**src/rtl/as65x_timer_pkg.sv**
```systemverilog
// Shared constants and types for the AS65X dual 16-bit interval timer.
package as65x_timer_pkg;

   localparam int unsigned DW = 8;
   localparam int unsigned CW = 16;
   localparam int unsigned AW = 3;

   localparam logic [AW-1:0] ADDR_TALO = 3'd0;
   localparam logic [AW-1:0] ADDR_TAHI = 3'd1;
   localparam logic [AW-1:0] ADDR_TBLO = 3'd2;
   localparam logic [AW-1:0] ADDR_TBHI = 3'd3;
   localparam logic [AW-1:0] ADDR_ICR  = 3'd4;
   localparam logic [AW-1:0] ADDR_CRA  = 3'd5;
   localparam logic [AW-1:0] ADDR_CRB  = 3'd6;

   localparam int unsigned CR_START   = 0;
   localparam int unsigned CR_ONESHOT = 3;
   localparam int unsigned CR_LOAD    = 4;
   localparam int unsigned CR_INMODE  = 5;
   localparam int unsigned ICR_SETCLR = 7;

   localparam logic [CW-1:0] LATCH_RST = 16'hFFFF;
   localparam logic [CW-1:0] CNT_RST   = 16'hFFFF;

   typedef struct packed {
      logic inmode;
      logic oneshot;
      logic start;
   } cr_t;

   localparam cr_t CR_RST = '0;

   // Readback image of a control register; LOAD is a strobe and reads 0.
   function automatic logic [DW-1:0] cr_to_byte(input cr_t cr);
      logic [DW-1:0] b;
      b             = '0;
      b[CR_START]   = cr.start;
      b[CR_ONESHOT] = cr.oneshot;
      b[CR_INMODE]  = cr.inmode;
      return b;
   endfunction

endpackage

```
**src/rtl/as65x_timer_cnt.sv**
```systemverilog
// One 16-bit down-counter with reload latch, control bits and underflow pulse.
module as65x_timer_cnt
   import as65x_timer_pkg::*;
#(
   parameter bit HAS_INMODE = 1'b0
) (
   input  logic          clk_i,
   input  logic          rst_n,
   input  logic          wr_lo,
   input  logic          wr_hi,
   input  logic          wr_cr,
   input  logic [DW-1:0] d,
   input  logic          tick,
   input  logic          alt_ev,
   output logic [CW-1:0] count,
   output cr_t           cr,
   output logic          uflow_c
);

   logic [CW-1:0] latch;
   logic          ev_c;
   logic          load_c;

   assign ev_c    = cr.start & (cr.inmode ? alt_ev : tick);
   assign load_c  = wr_cr & d[CR_LOAD];
   // LOAD wins over a coincident count event, so no underflow is reported then.
   assign uflow_c = ev_c & ~load_c & (count == '0);

   always_ff @(posedge clk_i) begin
      if (!rst_n) begin
         latch <= LATCH_RST;
         count <= CNT_RST;
         cr    <= CR_RST;
      end else begin
         if (wr_lo) latch[DW-1:0]  <= d;
         if (wr_hi) latch[CW-1:DW] <= d;

         if (load_c)                  count <= latch;
         else if (wr_hi && !cr.start) count <= {d, latch[DW-1:0]};
         else if (uflow_c)            count <= latch;
         else if (ev_c)               count <= count - CW'(1);

         if (wr_cr) begin
            cr.start   <= d[CR_START];
            cr.oneshot <= d[CR_ONESHOT];
            cr.inmode  <= HAS_INMODE & d[CR_INMODE];
         end else if (uflow_c && cr.oneshot) begin
            cr.start   <= 1'b0;
         end
      end
   end

endmodule

```
**src/rtl/as65x_timer.sv**
```systemverilog
// AS65X dual interval timer: two counters, interrupt control and CPU register file.
module as65x_timer
   import as65x_timer_pkg::*;
#(
   parameter bit IRQ_REG = 1'b1
) (
   input  logic          clk_i,
   input  logic          rst_n,
   input  logic          tick,
   input  logic          bus_en,
   input  logic          cs,
   input  logic [AW-1:0] addr,
   input  logic          rwn,
   input  logic [DW-1:0] d_i,
   output logic [DW-1:0] d_o,
   output logic          d_oe,
   output logic          irq_n
);

   logic          wr_c, rd_c;
   logic [CW-1:0] ta_cnt, tb_cnt;
   cr_t           ta_cr, tb_cr;
   logic          ta_uf_c, tb_uf_c;
   logic [1:0]    flags, mask;
   logic          irq_c, irq_q;
   logic [DW-1:0] rdata_c;

   assign wr_c = bus_en & cs & ~rwn;
   assign rd_c = bus_en & cs & rwn;

   as65x_timer_cnt #(.HAS_INMODE(1'b0)) u_ta (
      .clk_i   (clk_i),
      .rst_n   (rst_n),
      .wr_lo   (wr_c && addr == ADDR_TALO),
      .wr_hi   (wr_c && addr == ADDR_TAHI),
      .wr_cr   (wr_c && addr == ADDR_CRA),
      .d       (d_i),
      .tick    (tick),
      .alt_ev  (1'b0),
      .count   (ta_cnt),
      .cr      (ta_cr),
      .uflow_c (ta_uf_c)
   );

   // Timer B optionally cascades off timer A underflows.
   as65x_timer_cnt #(.HAS_INMODE(1'b1)) u_tb (
      .clk_i   (clk_i),
      .rst_n   (rst_n),
      .wr_lo   (wr_c && addr == ADDR_TBLO),
      .wr_hi   (wr_c && addr == ADDR_TBHI),
      .wr_cr   (wr_c && addr == ADDR_CRB),
      .d       (d_i),
      .tick    (tick),
      .alt_ev  (ta_uf_c),
      .count   (tb_cnt),
      .cr      (tb_cr),
      .uflow_c (tb_uf_c)
   );

   assign irq_c = |(flags & mask);

   // An ICR read clears flags, but an underflow in the same clock survives.
   always_ff @(posedge clk_i) begin
      if (!rst_n) begin
         flags <= '0;
         mask  <= '0;
         irq_q <= 1'b0;
      end else begin
         flags <= ((rd_c && addr == ADDR_ICR) ? 2'b00 : flags) | {tb_uf_c, ta_uf_c};
         if (wr_c && addr == ADDR_ICR) begin
            if (d_i[ICR_SETCLR]) mask <= mask | d_i[1:0];
            else                 mask <= mask & ~d_i[1:0];
         end
         irq_q <= irq_c;
      end
   end

   always_comb begin
      rdata_c = '0;
      case (addr)
         ADDR_TALO: rdata_c = ta_cnt[DW-1:0];
         ADDR_TAHI: rdata_c = ta_cnt[CW-1:DW];
         ADDR_TBLO: rdata_c = tb_cnt[DW-1:0];
         ADDR_TBHI: rdata_c = tb_cnt[CW-1:DW];
         ADDR_ICR:  rdata_c = {irq_c, 5'b00000, flags};
         ADDR_CRA:  rdata_c = cr_to_byte(ta_cr);
         ADDR_CRB:  rdata_c = cr_to_byte(tb_cr);
         default:   rdata_c = '0;
      endcase
   end

   assign d_oe  = cs & rwn;
   assign d_o   = d_oe ? rdata_c : '0;
   assign irq_n = IRQ_REG ? ~irq_q : ~irq_c;

endmodule

```
**config.mk**
```make
export PLATFORM = sky130hd
export DESIGN_NAME = as65x_timer
export DESIGN_NICKNAME = d
export VERILOG_FILES = /design/src/rtl/as65x_timer_pkg.sv /design/src/rtl/as65x_timer_cnt.sv /design/src/rtl/as65x_timer.sv
export SDC_FILE = /design/constraint.sdc
export NUM_CORES = 1
export LEC_CHECK = 0
export BUFFER_PORTS_ARGS = -buffer_cell sky130_fd_sc_hd__buf_2
export CAP_MARGIN = 20
export CELL_PAD_IN_SITES_DETAIL_PLACEMENT = 0
export CELL_PAD_IN_SITES_GLOBAL_PLACEMENT = 1
export CORE_MARGIN = 3
export CORE_UTILIZATION = 30
export CTS_CLUSTER_DIAMETER = 30
export DETAILED_ROUTE_END_ITERATION = 8
export GPL_ROUTABILITY_DRIVEN = 0
export PLACE_DENSITY_LB_ADDON = 0.1
export SYNTH_ARGS = -nofsm -noshare
export SYNTH_HDL_FRONTEND = slang
export SYNTH_SLANG_ARGS = --single-unit
```
**constraint.sdc**
```tcl
create_clock -name clk_i -period 4.1 [get_ports clk_i]
set_input_delay 0.82 -clock clk_i [delete_from_list [all_inputs] [get_ports clk_i]]
set_output_delay 0.82 -clock clk_i [all_outputs]
set_load 0.02 [all_outputs]
```
==> run_results.csv, run 1 <==
group,metric,value,unit
run_status,status,"finished clean",
floorplanning,die_area,15600,sq um
worst_setup_path,reg2reg_slack,1.59,ns
sta,final_hold_viol_count,0,
sta,max_clock_freq,0.323,GHz
placed_design,dpl.hpwl,10900,microns
logic_synthesis,synth_edf_count,0,
drt,via_count,4182,
logic_synthesis,synth_most_common_cell,"nand2_1",
sta,finalSetupTns,0,ns
floorplanning,initial_utilization,31.4,%
cts,cts_tree,"built",
power_and_ir_drop,combPwrFrac,6.3,%
sta,grt_setup_unrepaired,"no",
worst_setup_path,path_class,"input port to primary output",
logic_synthesis,synth_area_per_cell,7.92,sq um
power_and_ir_drop,clkPwrFrac,50.8,%
cts,clock-root-buffer,"clkbuf_16",
placed_design,place_area,4530,sq um
drt,avgViaCountPerCell,5.71,
power_and_ir_drop,vdd_drop_max,201,uV
power_and_ir_drop,swShare,23.8,%
power_and_ir_drop,p_seq_share,42.9,%
logic_synthesis,netlist_top_cells_area,"dfxtp_1 35%, nand2_1 7.6%, nand3_1 4.4%",
drt,drc,0,
cts,ctsHoldBuffers,0,
logic_synthesis,yosys.area.top_type,"dfxtp_1",
run,max-cap-violations,0,
power_and_ir_drop,p_int,1.31,mW
cts,clk_latency,0.35,ns
cts,cts_setup_buffers,0,
global_routing,antenna_found_initial,0,
worst_setup_path,critPathRequiredTime,3.28,ns
logic_synthesis,netlist.area_leader.share,34.8,%
logic_synthesis,synth_ff_type,"dfxtp_1",
floorplanning,ios,27,
logic_synthesis,synth_warnings,0,
logic_synthesis,async_reset_ff_share,0,%
layout,fin_nets,572,
sta,maxSlewHeadroom,31.3,%
global_routing,grt_max_degree,52,
cts,numCtsBuffers,9,
layout,fillers,1462,
logic_synthesis,synth_cells,537,
power_and_ir_drop,p_switching,0.408,mW
global_routing,grt_pass1_wl,24300,microns
logic_synthesis,ys_ff_latch,74,
sta,worst_hold_slack,0.477,ns
sta,finalSetupViolCount,0,
cts,clockBufferDepth,2,
worst_setup_path,cp_max_fo,20,
global_routing,grt_pass1_vias,4062,
drt,wl,15400,microns
sta,tightest_slew,1.03,ns
logic_synthesis,syn_nets,558,
cts,cts_num_sinks,74,
layout,drive_above_1_share,13.5,%
sta,fin_crit_sh,75.5,%
logic_synthesis,ys_top_cells_by_count,"86 x nand2_1, 74 x dfxtp_1, 41 x nor2_1, 37 x nand3_1, 36 x a21oi_1",
drt,postRouteAntennaNets,0,
floorplanning,die_width,125,microns
power_and_ir_drop,p_leak,1.93,nW
logic_synthesis,synth_seq_area_share,34.8,%
logic_synthesis,synth_cell_types,69,
global_routing,grt.total_usage,20.0,%
cts,ctsResizeCount,0,
floorplanning,die_y,125,microns
drt,dr.pass1.iters,5,
floorplanning,rows,42,
logic_synthesis,syn-cell-area,4250,sq um
global_routing,grt_overflow_total,0,
cts,clk_pin_slew,0.06,ns
worst_setup_path,cp.arrival,2.28,ns
cts,h-tree-depth,3,
worst_setup_path,start_kind,"input port",
drt,drt-wirelength-per-cell,21.1,microns
floorplanning,fp.coreArea,13600,sq um
sta,period_needed,3.10,ns
power_and_ir_drop,power_density,354,nW/um^2
drt,drt-initial-drc-count,373,
layout,antenna_cells,0,
layout,final_area,4850,sq um
worst_setup_path,end_kind,"primary output",
sta,skew,0.00917,ns
min_path,holdCritPathClass,"flop to flop",
sta,slew_violations,0,
placed_design,io_buffers,26,
layout,syn_to_final_growth,14.0,%
## stage by stage
step,instances,setup slack (ns),power [mW],utilization (%)
finish,732,1.00,1.71,35.8
floorplan,537,0.960,0.813,-
detailed placement,716,0.825,0.859,33.4
global route,732,0.888,1.77,35.8
CTS,732,1.06,1.74,35.8
global placement,716,0.894,0.860,33.4
## flip-flops by register name (all words and copies together) (netlist names), named ones only
| signal | count |
|---|---|
| irq_q | 1 |
| flags | 2 |
| u_ta.count | 16 |
| u_ta.latch | 16 |
| u_tb.latch | 16 |
| u_ta.cr | 2 |
| u_tb.cr | 3 |
| u_tb.count | 16 |
## cells in the final DEF, fill, tap and decap left out, types with 5 or more instances in the layout
cell       instances
nand2_1           86
dfxtp_1           74
nor2_1            41
nand3_1           37
a21oi_1           36
o21ai_0           29
buf_2             26
inv_1             15
nor3_1            15
mux2i_1           12
nor4_1            10
nand4_1           10
buf_4             10
clkbuf_16          9
and3_1             8
a22oi_1            8
mux4_2             7
o221ai_1           7
a31oi_1            6
o22ai_1            6
or3_1              6
o211ai_1           6
nand3b_1           5
## final cells by class
cell class	instances	area [sq um]	share of cell area, %
Clock buffer	11	243	5.01
Clock inverter	5	77.6	1.60
Inverter	15	56.3	1.16
Multi-Input combinational cell	415	2560	52.9
Sequential cell	74	1480	30.6
Tap cell	176	220	4.54
Timing Repair Buffer	36	205	4.23
## logic make-up (layout without fill, tap and decap cells)
logic type,Yosys count,count (layout),synth area share (%)
buffers and inverters,48,67,4.83
DFF,74,74,34.8
and+or+nand+nor,248,248,30.0
xor gates and xnor gates,6,6,1.24
adders and majority gates,4,4,1.18
AOI/OAI and AO/OA,136,136,20.8
muxes,21,21,7.06
## path summary, 6_finish.rpt
kind / endpoint / depth (start not counted) / startpoint
max: d_o[0] / 7 / addr[0]
min: u_ta.latch[7] / 2 / u_ta.latch[7]
max reg2reg: u_ta.count[3] / 8 / u_ta.count[0]
min reg2reg: u_ta.latch[7] / 2 / u_ta.latch[7]
## critical path: stages
cell and delay [ns]:
buf_2 0.24, nor2_1 0.40, a22oi_1 0.17, o22ai_1 0.17, a31oi_1 0.07, a311oi_1 0.20
buf_2 0.20
## power by group through the flow
stage | Clock, mW | Combinational [mW] | Sequential (mW)
after global routing | 0.919 | 0.119 | 0.736
after CTS | 0.897 | 0.108 | 0.735
after detailed placement | 0 | 0.107 | 0.751
final | 0.870 | 0.109 | 0.736
after floorplan | 0 | 0.0659 | 0.747
after global placement | 0 | 0.108 | 0.752
## per-layer routing
metal	wire (microns)	GRT usage, %	up-vias	part of all wire (%)
li1	-	-	2016	-
met1	7540	29.0	2005	49
met2	6350	28.3	140	41
met3	1190	5.37	21	7.7
met4	333	7.59	0	2.2
met5	0	0	-	0
Note: power is estimated with default switching activity, not from simulation.
==> run 2: changes to the inputs <==
Settings changed: ABC_AREA from default to 1.
Clock period 4.1 ns to 2.6 ns, I/O delays scaled along.
==> run 2 against run 1 <==
  * Critical path depth unchanged
  * Clock-buffer cell count up 4
  * Clock power up 55%
  * Wire length up 0.63%
  * Die area up 5.6%
  * Final area up 6.0%
  * Global-route usage down 0.62 points
  * Sequential power up 59%
  * First-iteration DRC count up 4.8%
  * Via count up 4.8%
  * Register-to-register slack worse by 1.1 ns
==> run_results.csv, run 2 <==
group,metric,value,unit
run_status,status,"finished clean",
cts,cts_setup_buffers,0,
logic_synthesis,ys_top_cells_by_count,"155 x nand2_1, 80 x inv_1, 74 x dfxtp_1, 58 x nor2_1, 46 x nand3_1",
sta,grt_setup_unrepaired,"no",
floorplanning,initial_utilization,30.8,%
min_path,hp-start,"u_ta.cr[1]",
floorplanning,rows,44,
cts,clock-root-buffer,"clkbuf_16",
placed_design,dp.cells,854,
placed_design,dp_slack,0.238,ns
logic_synthesis,synth_cell_types,45,
drt,via_count,4383,
logic_synthesis,synth_seq_area_share,32.9,%
global_routing,antenna_found_initial,0,
logic_synthesis,synth_ff_type,"dfxtp_1",
sta,fin_crit_sh,93.0,%
layout,final_area,5140,sq um
layout,fillers,1594,
layout,fin_nets,702,
drt,wl,15500,microns
layout,multi_input_area,2560,sq um
min_path,min_to,"u_ta.cr[0]",
sta,worst_hold_slack,0.450,ns
power_and_ir_drop,p_leak,2.39,nW
global_routing,grt_pass1_wl,24400,microns
logic_synthesis,async_reset_ff_share,0,%
cts,numCtsBuffers,9,
global_routing,grt_overflow_total,0,
drt,drt-initial-drc-count,391,
cts,clockBufferDepth,2,
sta,finalSetupTns,0,ns
power_and_ir_drop,power_density,537,nW/um^2
logic_synthesis,syn_nets,675,
global_routing,grt_max_degree,34,
worst_setup_path,start_kind,"input port",
layout,fin_cells,870,
floorplanning,die_y,128,microns
power_and_ir_drop,swShare,24.9,%
worst_setup_path,path_class,"input port to primary output",
power_and_ir_drop,p_int,2.07,mW
worst_setup_path,reg2reg_from,"u_ta.count[0]",
sta,tightest_slew,0.774,ns
sta,maxSlewHeadroom,48.3,%
drt,postRouteAntennaNets,0,
drt,drt-wirelength-per-cell,17.8,microns
floorplanning,die_width,128,microns
layout,antenna_cells,0,
cts,clk_latency,0.34,ns
sta,finalSetupViolCount,0,
cts,cts_tree,"built",
power_and_ir_drop,clkPwrFrac,48.9,%
placed_design,place_area,4820,sq um
worst_setup_path,reg2reg_depth,12,
logic_synthesis,netlist_top_cells_area,"dfxtp_1 33%, nand2_1 13%, inv_1 6.7%",
cts,h-tree-depth,3,
sta,slew_violations,0,
cts,cts_num_sinks,74,
placed_design,dpl.hpwl,12000,microns
layout,final_common_cell,"nand2_1",
run,max-cap-violations,0,
sta,max_clock_freq,0.414,GHz
drt,drc,0,
logic_synthesis,ys_ff_latch,74,
logic_synthesis,synth_warnings,0,
power_and_ir_drop,combPwrFrac,8.6,%
layout,seq_area,1480,sq um
worst_setup_path,cp.arrival,1.90,ns
logic_synthesis,synth_cells,654,
drt,avgViaCountPerCell,5.04,
worst_setup_path,timing.rr.end,"u_tb.count[2]",
logic_synthesis,synth_most_common_cell,"nand2_1",
placed_design,io_buffers,26,
logic_synthesis,synth_area_per_cell,6.88,sq um
min_path,hold_depth,1,
worst_setup_path,cp_max_fo,6,
power_and_ir_drop,p_switching,0.686,mW
logic_synthesis,synth_edf_count,0,
cts,clk_pin_slew,0.06,ns
floorplanning,fp.coreArea,14600,sq um
sta,skew,0.00969,ns
power_and_ir_drop,p_seq_share,42.5,%
floorplanning,die_area,16500,sq um
layout,final_cell_mix,"155 x nand2_1, 80 x inv_1, 74 x dfxtp_1",
logic_synthesis,syn-cell-area,4500,sq um
global_routing,grt_pass1_vias,4074,
layout,syn_to_final_growth,14.2,%
drt,dr.pass1.iters,5,
floorplanning,ios,27,
logic_synthesis,yosys.area.top_type,"dfxtp_1",
global_routing,grt.total_usage,19.4,%
sta,timing.final.ws_setup,0.183,ns
worst_setup_path,end_kind,"primary output",
worst_setup_path,critPathRequiredTime,2.08,ns
cts,ctsHoldBuffers,0,
sta,final_hold_viol_count,0,
cts,ctsResizeCount,0,
power_and_ir_drop,vdd_drop_max,296,uV
sta,period_needed,2.42,ns
logic_synthesis,netlist.area_leader.share,32.9,%
worst_setup_path,reg2reg_slack,0.45,ns
layout,drive_above_1_share,14.1,%
min_path,holdCritPathClass,"flop to flop",
## run 2: cell types whose count changed after synthesis, moves of 9 or more
cell      before  now
buf_2         11    2
nand3_1       37   46
o211ai_1       6   29
nand2_1       86  155
nor4_1        10    0
nor2_1        41   58
mux2i_1       12    0
xor2_1         3   18
inv_1         15   80
## run 2: logic make-up (layout without fill, tap and decap cells)
group | after synthesis | in the layout | synth area share (%)
adders and majority gates | 4 | 4 | 1.11
and+or+nand+nor | 307 | 307 | 31.7
buffers and inverters | 110 | 142 | 10.2
DFF | 74 | 74 | 32.9
AOI/OAI and AO/OA | 139 | 139 | 20.2
xor gates and xnor gates | 20 | 20 | 3.89
## run 2: how the worst max path moves through the flow
stage / start / to / slack, ns / cells after the start
final: addr[0] / d_o[7] / 0.18 / 7
after global routing: addr[0] / d_o[0] / 0.06 / 7
after CTS: addr[0] / d_o[0] / 0.23 / 7
after detailed placement: addr[0] / d_o[0] / 0.24 / 9
after global placement: addr[0] / d_o[0] / 0.29 / 9
after floorplan: addr[0] / d_o[5] / 0.67 / 5
## run 2: metal layers
layer	vias up	part of all wire (%)	GRT usage [%]
li1	2233	-	-
met1	2030	53	30.8
met2	106	40	26.4
met3	14	4.9	2.95
met4	0	1.5	6.37
met5	-	0	0
## run 2: worst max-delay path, cell delays in order
cell and delay [ns]:
buf_2 0.14, nor2_1 0.09, nand2_1 0.26, inv_1 0.15, a221oi_1 0.43, a21oi_1 0.12
buf_2 0.18
## run 2: power groups by stage
stage	clock, mW	sequential [mW]	combinational, mW
floorplan	0	1.19	0.147
global placement	0	1.20	0.235
detailed placement	0	1.20	0.236
CTS	1.38	1.17	0.236
global route	1.42	1.18	0.263
finish	1.35	1.17	0.237
## run 2: layout make-up
| class | count | area share [%] |
|---|---|---|
| well taps | 184 | 4.48 |
| multi-input cells | 470 | 49.8 |
| flip-flops and latches | 74 | 28.8 |
| clock buffers | 15 | 5.60 |
| inverters | 90 | 6.67 |
| repair buffers | 36 | 3.99 |
| clock inverters | 1 | 0.585 |
## run 2: metrics by stage
step                      total power, mW  utilization, %
final                                2.76            35.2
after global routing                 2.86            35.2
after CTS                            2.79            35.2
after detailed placement             1.43            33.0
after global placement               1.43            33.0
after floorplan                      1.34               -
